## src/rtl/jane_seq_pkg.sv

```systemverilog
// Shared types and default sizes for the timestamp sequencer.
// Latency: n/a (types and constants only).
// Backpressure: n/a.
package jane_seq_pkg;

    localparam int DEFAULT_WIDTH     = 128;
    localparam int DEFAULT_OUT_WIDTH = 64;

    typedef enum logic [1:0] {
        ST_IDLE  = 2'd0,
        ST_FETCH = 2'd1,
        ST_WAIT  = 2'd2,
        ST_DONE  = 2'd3
    } state_t;

endpackage

```

## src/rtl/timestamp_sequencer.sv

```systemverilog
// Applies timed output patterns: fetch (time,data,last), wait for count >= time, then register data to dout.
// Latency: dout updates on the edge that ends the first WAIT cycle with count >= held time.
// Backpressure: instr_ready is high only in FETCH, so one instruction is held at a time.
// Optional macro TIMESTAMP_SEQUENCER_LATE_FLAG_EN compiles in the sticky late flag; otherwise late is tied 0.
module timestamp_sequencer
    import jane_seq_pkg::*;
#(
    parameter int WIDTH     = DEFAULT_WIDTH,
    parameter int OUT_WIDTH = DEFAULT_OUT_WIDTH
) (
    input  logic                 clk,
    input  logic                 reset,
    input  logic                 start,
    input  logic                 abort,
    input  logic [WIDTH-1:0]     count,
    output logic                 counter_reset,
    output logic                 counter_enable,
    input  logic                 instr_valid,
    output logic                 instr_ready,
    input  logic [WIDTH-1:0]     instr_time,
    input  logic [OUT_WIDTH-1:0] instr_data,
    input  logic                 instr_last,
    output logic [OUT_WIDTH-1:0] dout,
    output logic                 busy,
    output logic                 done,
    output logic                 late
);

    state_t                 state;
    state_t                 state_nxt;
    logic [WIDTH-1:0]       hold_time;
    logic [OUT_WIDTH-1:0]   hold_data;
    logic                   hold_last;
    logic                   due;
    logic                   fire;
    logic                   accept;
    logic                   restart;

    // Full-width unsigned compare; abort suppresses a fire in the same cycle.
    assign due     = (count >= hold_time);
    assign fire    = (state == ST_WAIT) && due && !abort;
    assign accept  = (state == ST_FETCH) && instr_valid && !abort;
    assign restart = ((state == ST_IDLE) || (state == ST_DONE)) && start && !abort;

    // State register.
    always_ff @(posedge clk or negedge reset) begin
        if (!reset) begin
            state <= ST_IDLE;
        end else begin
            state <= state_nxt;
        end
    end

    // Next-state logic; abort overrides everything, start is only honoured in IDLE/DONE.
    always_comb begin
        state_nxt = state;
        if (abort) begin
            state_nxt = ST_IDLE;
        end else begin
            case (state)
                ST_IDLE:  if (start) state_nxt = ST_FETCH;
                ST_FETCH: if (instr_valid) state_nxt = ST_WAIT;
                ST_WAIT:  if (due) state_nxt = hold_last ? ST_DONE : ST_FETCH;
                ST_DONE:  if (start) state_nxt = ST_FETCH;
                default:  state_nxt = ST_IDLE;
            endcase
        end
    end

    // Moore outputs; DONE leaves the counter frozen but not cleared so its value stays readable.
    always_comb begin
        counter_reset  = 1'b0;
        counter_enable = 1'b0;
        instr_ready    = 1'b0;
        busy           = 1'b0;
        done           = 1'b0;
        case (state)
            ST_IDLE:  counter_reset = 1'b1;
            ST_FETCH: begin
                counter_enable = 1'b1;
                instr_ready    = 1'b1;
                busy           = 1'b1;
            end
            ST_WAIT:  begin
                counter_enable = 1'b1;
                busy           = 1'b1;
            end
            ST_DONE:  done = 1'b1;
            default:  counter_reset = 1'b1;
        endcase
    end

    // Holding registers: capture on transfer, cleared by abort so no stale instruction survives.
    always_ff @(posedge clk or negedge reset) begin
        if (!reset) begin
            hold_time <= '0;
            hold_data <= '0;
            hold_last <= 1'b0;
        end else if (abort) begin
            hold_time <= '0;
            hold_data <= '0;
            hold_last <= 1'b0;
        end else if (accept) begin
            hold_time <= instr_time;
            hold_data <= instr_data;
            hold_last <= instr_last;
        end
    end

    // Output pattern register; only a fire changes it (abort leaves it untouched).
    always_ff @(posedge clk or negedge reset) begin
        if (!reset) begin
            dout <= '0;
        end else if (fire) begin
            dout <= hold_data;
        end
    end

`ifdef TIMESTAMP_SEQUENCER_LATE_FLAG_EN
    // Sticky late flag: set when an event fires strictly after its timestamp, cleared by a new run.
    always_ff @(posedge clk or negedge reset) begin
        if (!reset) begin
            late <= 1'b0;
        end else if (restart) begin
            late <= 1'b0;
        end else if (fire && (count > hold_time)) begin
            late <= 1'b1;
        end
    end
`else
    logic unused_restart;
    assign unused_restart = restart;
    assign late = 1'b0;
`endif

endmodule
```

## config.mk

```make
export PLATFORM = sky130hd
export DESIGN_NAME = timestamp_sequencer
export DESIGN_NICKNAME = d
export VERILOG_FILES = /design/src/rtl/jane_seq_pkg.sv /design/src/rtl/timestamp_sequencer.sv
export SDC_FILE = /design/constraint.sdc
export NUM_CORES = 1
export LEC_CHECK = 0
export ABC_AREA = 1
export CAP_MARGIN = 20
export CORE_ASPECT_RATIO = 1.1
export CORE_UTILIZATION = 48
export DETAILED_ROUTE_END_ITERATION = 10
export PLACE_DENSITY = 0.81
export SYNTH_ARGS = -nofsm -noshare
export SYNTH_HDL_FRONTEND = slang
export SYNTH_SLANG_ARGS = --single-unit
```

## constraint.sdc

```tcl
create_clock -name clk -period 2.2 [get_ports clk]
set_input_delay 0.44 -clock clk [delete_from_list [all_inputs] [get_ports clk]]
set_output_delay 0.44 -clock clk [all_outputs]
set_load 0.03 [all_outputs]
```

==> results summary <==
The post-route netlist has 14.7% of its cells at a drive strength greater than 1. The highest-delay cell along the critical path is sky130_fd_sc_hd__dfrtp_1. Static timing analysis puts the maximum clock frequency at 411 MHz. The tree built by TritonCTS fans out to 259 sinks.

The effective utilization at floorplan is 48.8%. The wire-length estimate of the detail-placed layout is 28,200 um. The worst setup path is captured at a flop.

By startpoint and endpoint, the worst setup path is classified as reg -> reg. The share of the Yosys chip area taken by registers is 47.8%. The final cycle utilization of the critical path is 111%. Along the worst path, the maximum fanout reaches 7. The sequential share of power came out at 33.9%.

The clock-pin slew on the worst setup and hold paths came out at 0.06 ns. The final cell utilization of the core came out at 72.1%. The routability-driven placement congestion ratio is 0.875. The post-synthesis net count came out at 1,953. After floorplanning, the core was sized to cover 27,800 um2. The clock arrives with 0.0147 ns of skew. Broken down by cell family, the worst path's largest delay share belongs to simple AND/OR/NAND/NOR gates. The number of I/O pins is 396. The minimum clock period came out at 2.43 ns. The first detailed-routing pass ran for 5 iterations. The number of global-route vias before repair came out at 12.7k. The top-area cell type share of the netlist area came out at 47.8%. The final-layout worst hold slack came out at 0.350 ns. The reported max-cap violation count is 0. Data arrives at the worst endpoint at 2.86 ns.

The static leakage power came out at 9.02 nW. The depth of the CTS H-tree is 1. The share of total power in combinational logic came out at 38.7%.

The clock network burns 27.4% of the power. The switching part of the total power came out at 35.5%. CTS placed an instance of sky130_fd_sc_hd__clkbuf_16 at the clock tree root. The number of buffers inserted by port buffering came out at 394.

The routed design has 42,400 um of wire. The required arrival time at the worst endpoint came out at 2.62 ns. The leftover overflow at the end of global routing came out at 0.

The initial antenna violation count came out at 1. The row count came out at 64. The final layout contains 2,373 nets. The post-place instance area came out at 18,100 um2.

The die area is 28,900 um2. The checks that failed: negative setup slack. In the post-synthesis netlist, the biggest area contributors are sky130_fd_sc_hd__dfrtp_1 (48%), sky130_fd_sc_hd__ha_1 (12%), sky130_fd_sc_hd__nand3_1 (7.5%), sky130_fd_sc_hd__o21ai_0 (7.3%), sky130_fd_sc_hd__inv_1 (6.1%). The post-place setup slack came out at -0.740 ns.

The max-slew violation total from the final report came out at 0. The final number of hold-violating endpoints came out at 0. The startpoint type of the worst setup path is a flop.

The run finished, with violations left. The setup-violating endpoint count in the final report is 66. The number of buffers and inverters on the critical path came out at 3. The mean post-synth cell area is 9.06 um2. Entering global routing, the biggest net connects 71 pins.

In this run the number of cells on the critical path is 17. The final total negative setup slack came out at -12.03 ns. In this run the deepest clock path goes through 3 buffers. The average vias per placed instance came out at 5.41.

The die height is 178 um. The number of register bits inferred by synthesis is 259. TritonCTS built the clock tree. Setup repair after global routing could not meet its margin everywhere. Summed over all instances, the cell type with the most area after synthesis is sky130_fd_sc_hd__dfrtp_1.

Measured in cells, the most critical reg-to-reg path has a length of 17. The antenna violation net count after detailed routing is 0. The power density normalized to cell area is 949 nW/um2.

The final design area excluding fillers came out at 20,000 um2. For this run, the number of Yosys warnings is 0. The global-route wire length before repair came out at 63,900 um. The initial detailed-routing violation count is 878. The final worst slack is -0.232 ns. The worst ir drop on vdd is 0.779 mV. The clock buffer count from CTS came out at 28. The tightest min-delay check is of the in -> async type. The largest stage delay on the critical path came out at 0.35 ns. The latest clock arrival within the worst-skew pair is 0.54 ns. For the pin with the worst max-slew slack, the measured transition is 0.497 ns. The cell count after synthesis came out at 1,495. Across all layers, the routed design uses 12.5k vias. The chip width came out at 162 um. The internal portion of the total power is 12.3 mW. The number of remaining DRC errors is 0.

Measured against its own limit, the worst slew margin works out to 66.8%. The layout overhead on the synthesized area is 47.9%. Traced cell by cell, the critical path runs through inv_2 -> ha_4 -> nand4_1 -> nor2_2 -> nand2_2 -> nor2_4 -> nand2_1 -> nand3_1 -> nor2_1 -> nand2_1 -> nand2_2 -> nand2_4 -> nand2_8 -> buf_6 -> buf_16 -> nand2_4 -> o21ai_4. The overall global routing resource usage is 28.3%. The reported net switching power came out at 6.74 mW. The average detailed-routed wire length per instance came out at 18.4 um.

The area of the mapped netlist is 13,500 um2. The distinct cell type count of the synthesized netlist came out at 28.
-- path summary, 6_finish.rpt --
path,from,endpoint,slack (ns)
worst max-delay path,hold_time[47]$_DFFE_PN0P_,dout[42]$_DFFE_PN0P_,-0.23
min in group clk,instr_time[86],hold_time[86]$_DFFE_PN0P_,0.48
worst min-delay path,reset,dout[43]$_DFFE_PN0P_,0.35
worst min register to register,dout[63]$_DFFE_PN0P_,dout[63]$_DFFE_PN0P_,0.49
max in group asynchronous,reset,hold_time[123]$_DFFE_PN0P_,1.17
worst max register to register,hold_time[47]$_DFFE_PN0P_,dout[42]$_DFFE_PN0P_,-0.23
-- cell usage after synthesis, drive strengths merged --
library cell and number:
nor2 35, o31ai 1, o21bai 1, nor3 3, clkbuf 44, o21a 6, a21oi 64, and3 2
and2 3, inv 225, ha 132, nand3 202, o21ai 274, nand4 16, conb 1, a21o 3
buf 35, nor4 3, nand2 186, dfrtp 259
-- flip-flops by register name, indices dropped and copies added (netlist names) --
register / cells
hold_last: 1
dout: 64
hold_time: 128
state: 2
hold_data: 64
-- per-layer routing --
| layer | track usage [%] | wire (um) |
|---|---|---|
| met1 | 32.1 | 15900 |
| met2 | 50.4 | 21400 |
| met3 | 6.63 | 3180 |
| met4 | 12.8 | 1870 |
| met5 | 0 | 0 |
-- cells by family (layout without fill, tap and decap cells) --
logic type,after synthesis,after routing,share of synthesized area (%)
buf+inv,304,746,9.43
flops,259,259,47.8
other cells,1,2,0.0277
simple gates,450,450,15.6
compound gates,349,349,14.9
fa+ha+maj,132,132,12.2
-- final cells by class --
class,instances,area [um2]
sequential,259,6480
inverter,225,850
timing repair buffer,469,5060
tap,363,454
clock inverter,16,220
multi-input combinational,932,6150
fill,1884,7750
clock buffer,36,812
antenna,1,2.50
-- what timing repair did --
action | 4_1_cts | 5_1_grt
gates resized for setup | 61 | 26
gates cloned | 11 | 3
endpoints found under the hold margin | 22 | 0
setup endpoints to repair | 70 | 68
hold buffers | 1 | 0
pin swaps | 12 | 12
setup buffers | 9 | 4
-- cells in the final DEF (no fill, tap or decap), types with 5 or more instances in the layout --
cell type,Yosys,final
sky130_fd_sc_hd__ha_1,132,121
sky130_fd_sc_hd__clkdlybuf4s50_1,0,387
sky130_fd_sc_hd__clkbuf_8,0,6
sky130_fd_sc_hd__o21a_1,6,6
sky130_fd_sc_hd__o21ai_0,198,198
sky130_fd_sc_hd__nor2_2,3,8
sky130_fd_sc_hd__dfrtp_1,259,259
sky130_fd_sc_hd__clkinv_2,0,6
sky130_fd_sc_hd__nand2_4,0,12
sky130_fd_sc_hd__a21oi_1,64,61
sky130_fd_sc_hd__ha_4,0,11
sky130_fd_sc_hd__nand3_1,202,201
sky130_fd_sc_hd__inv_1,219,214
sky130_fd_sc_hd__clkbuf_16,0,32
sky130_fd_sc_hd__nand4_1,16,16
sky130_fd_sc_hd__inv_2,6,10
sky130_fd_sc_hd__o21ai_2,64,60
sky130_fd_sc_hd__o21ai_1,12,11
sky130_fd_sc_hd__buf_12,0,18
sky130_fd_sc_hd__nand2_2,40,38
sky130_fd_sc_hd__nand2_1,146,135
sky130_fd_sc_hd__o21ai_4,0,5
sky130_fd_sc_hd__buf_4,2,39
sky130_fd_sc_hd__bufinv_16,0,5
sky130_fd_sc_hd__nor2_1,32,24
sky130_fd_sc_hd__buf_16,0,13
-- power groups by stage --
stage	Sequential (mW)	Combinational [mW]	Clock, mW
global route	6.54	8.04	5.48
finish	6.45	7.35	5.21
CTS	6.41	7.05	5.27
global placement	6.42	6.40	0
floorplan	7.04	3.35	0
detailed placement	6.46	6.64	0
-- per-stage QoR --
step           power [mW]  std cells
2_1_floorplan        10.4       1495
3_3_place_gp         12.8       2220
3_5_place_dp         13.1       2220
4_1_cts              18.7       2293
5_1_grt              20.1       2301
6_report             19.0       2301
No activity file was read; power rests on OpenSTA's default activity.
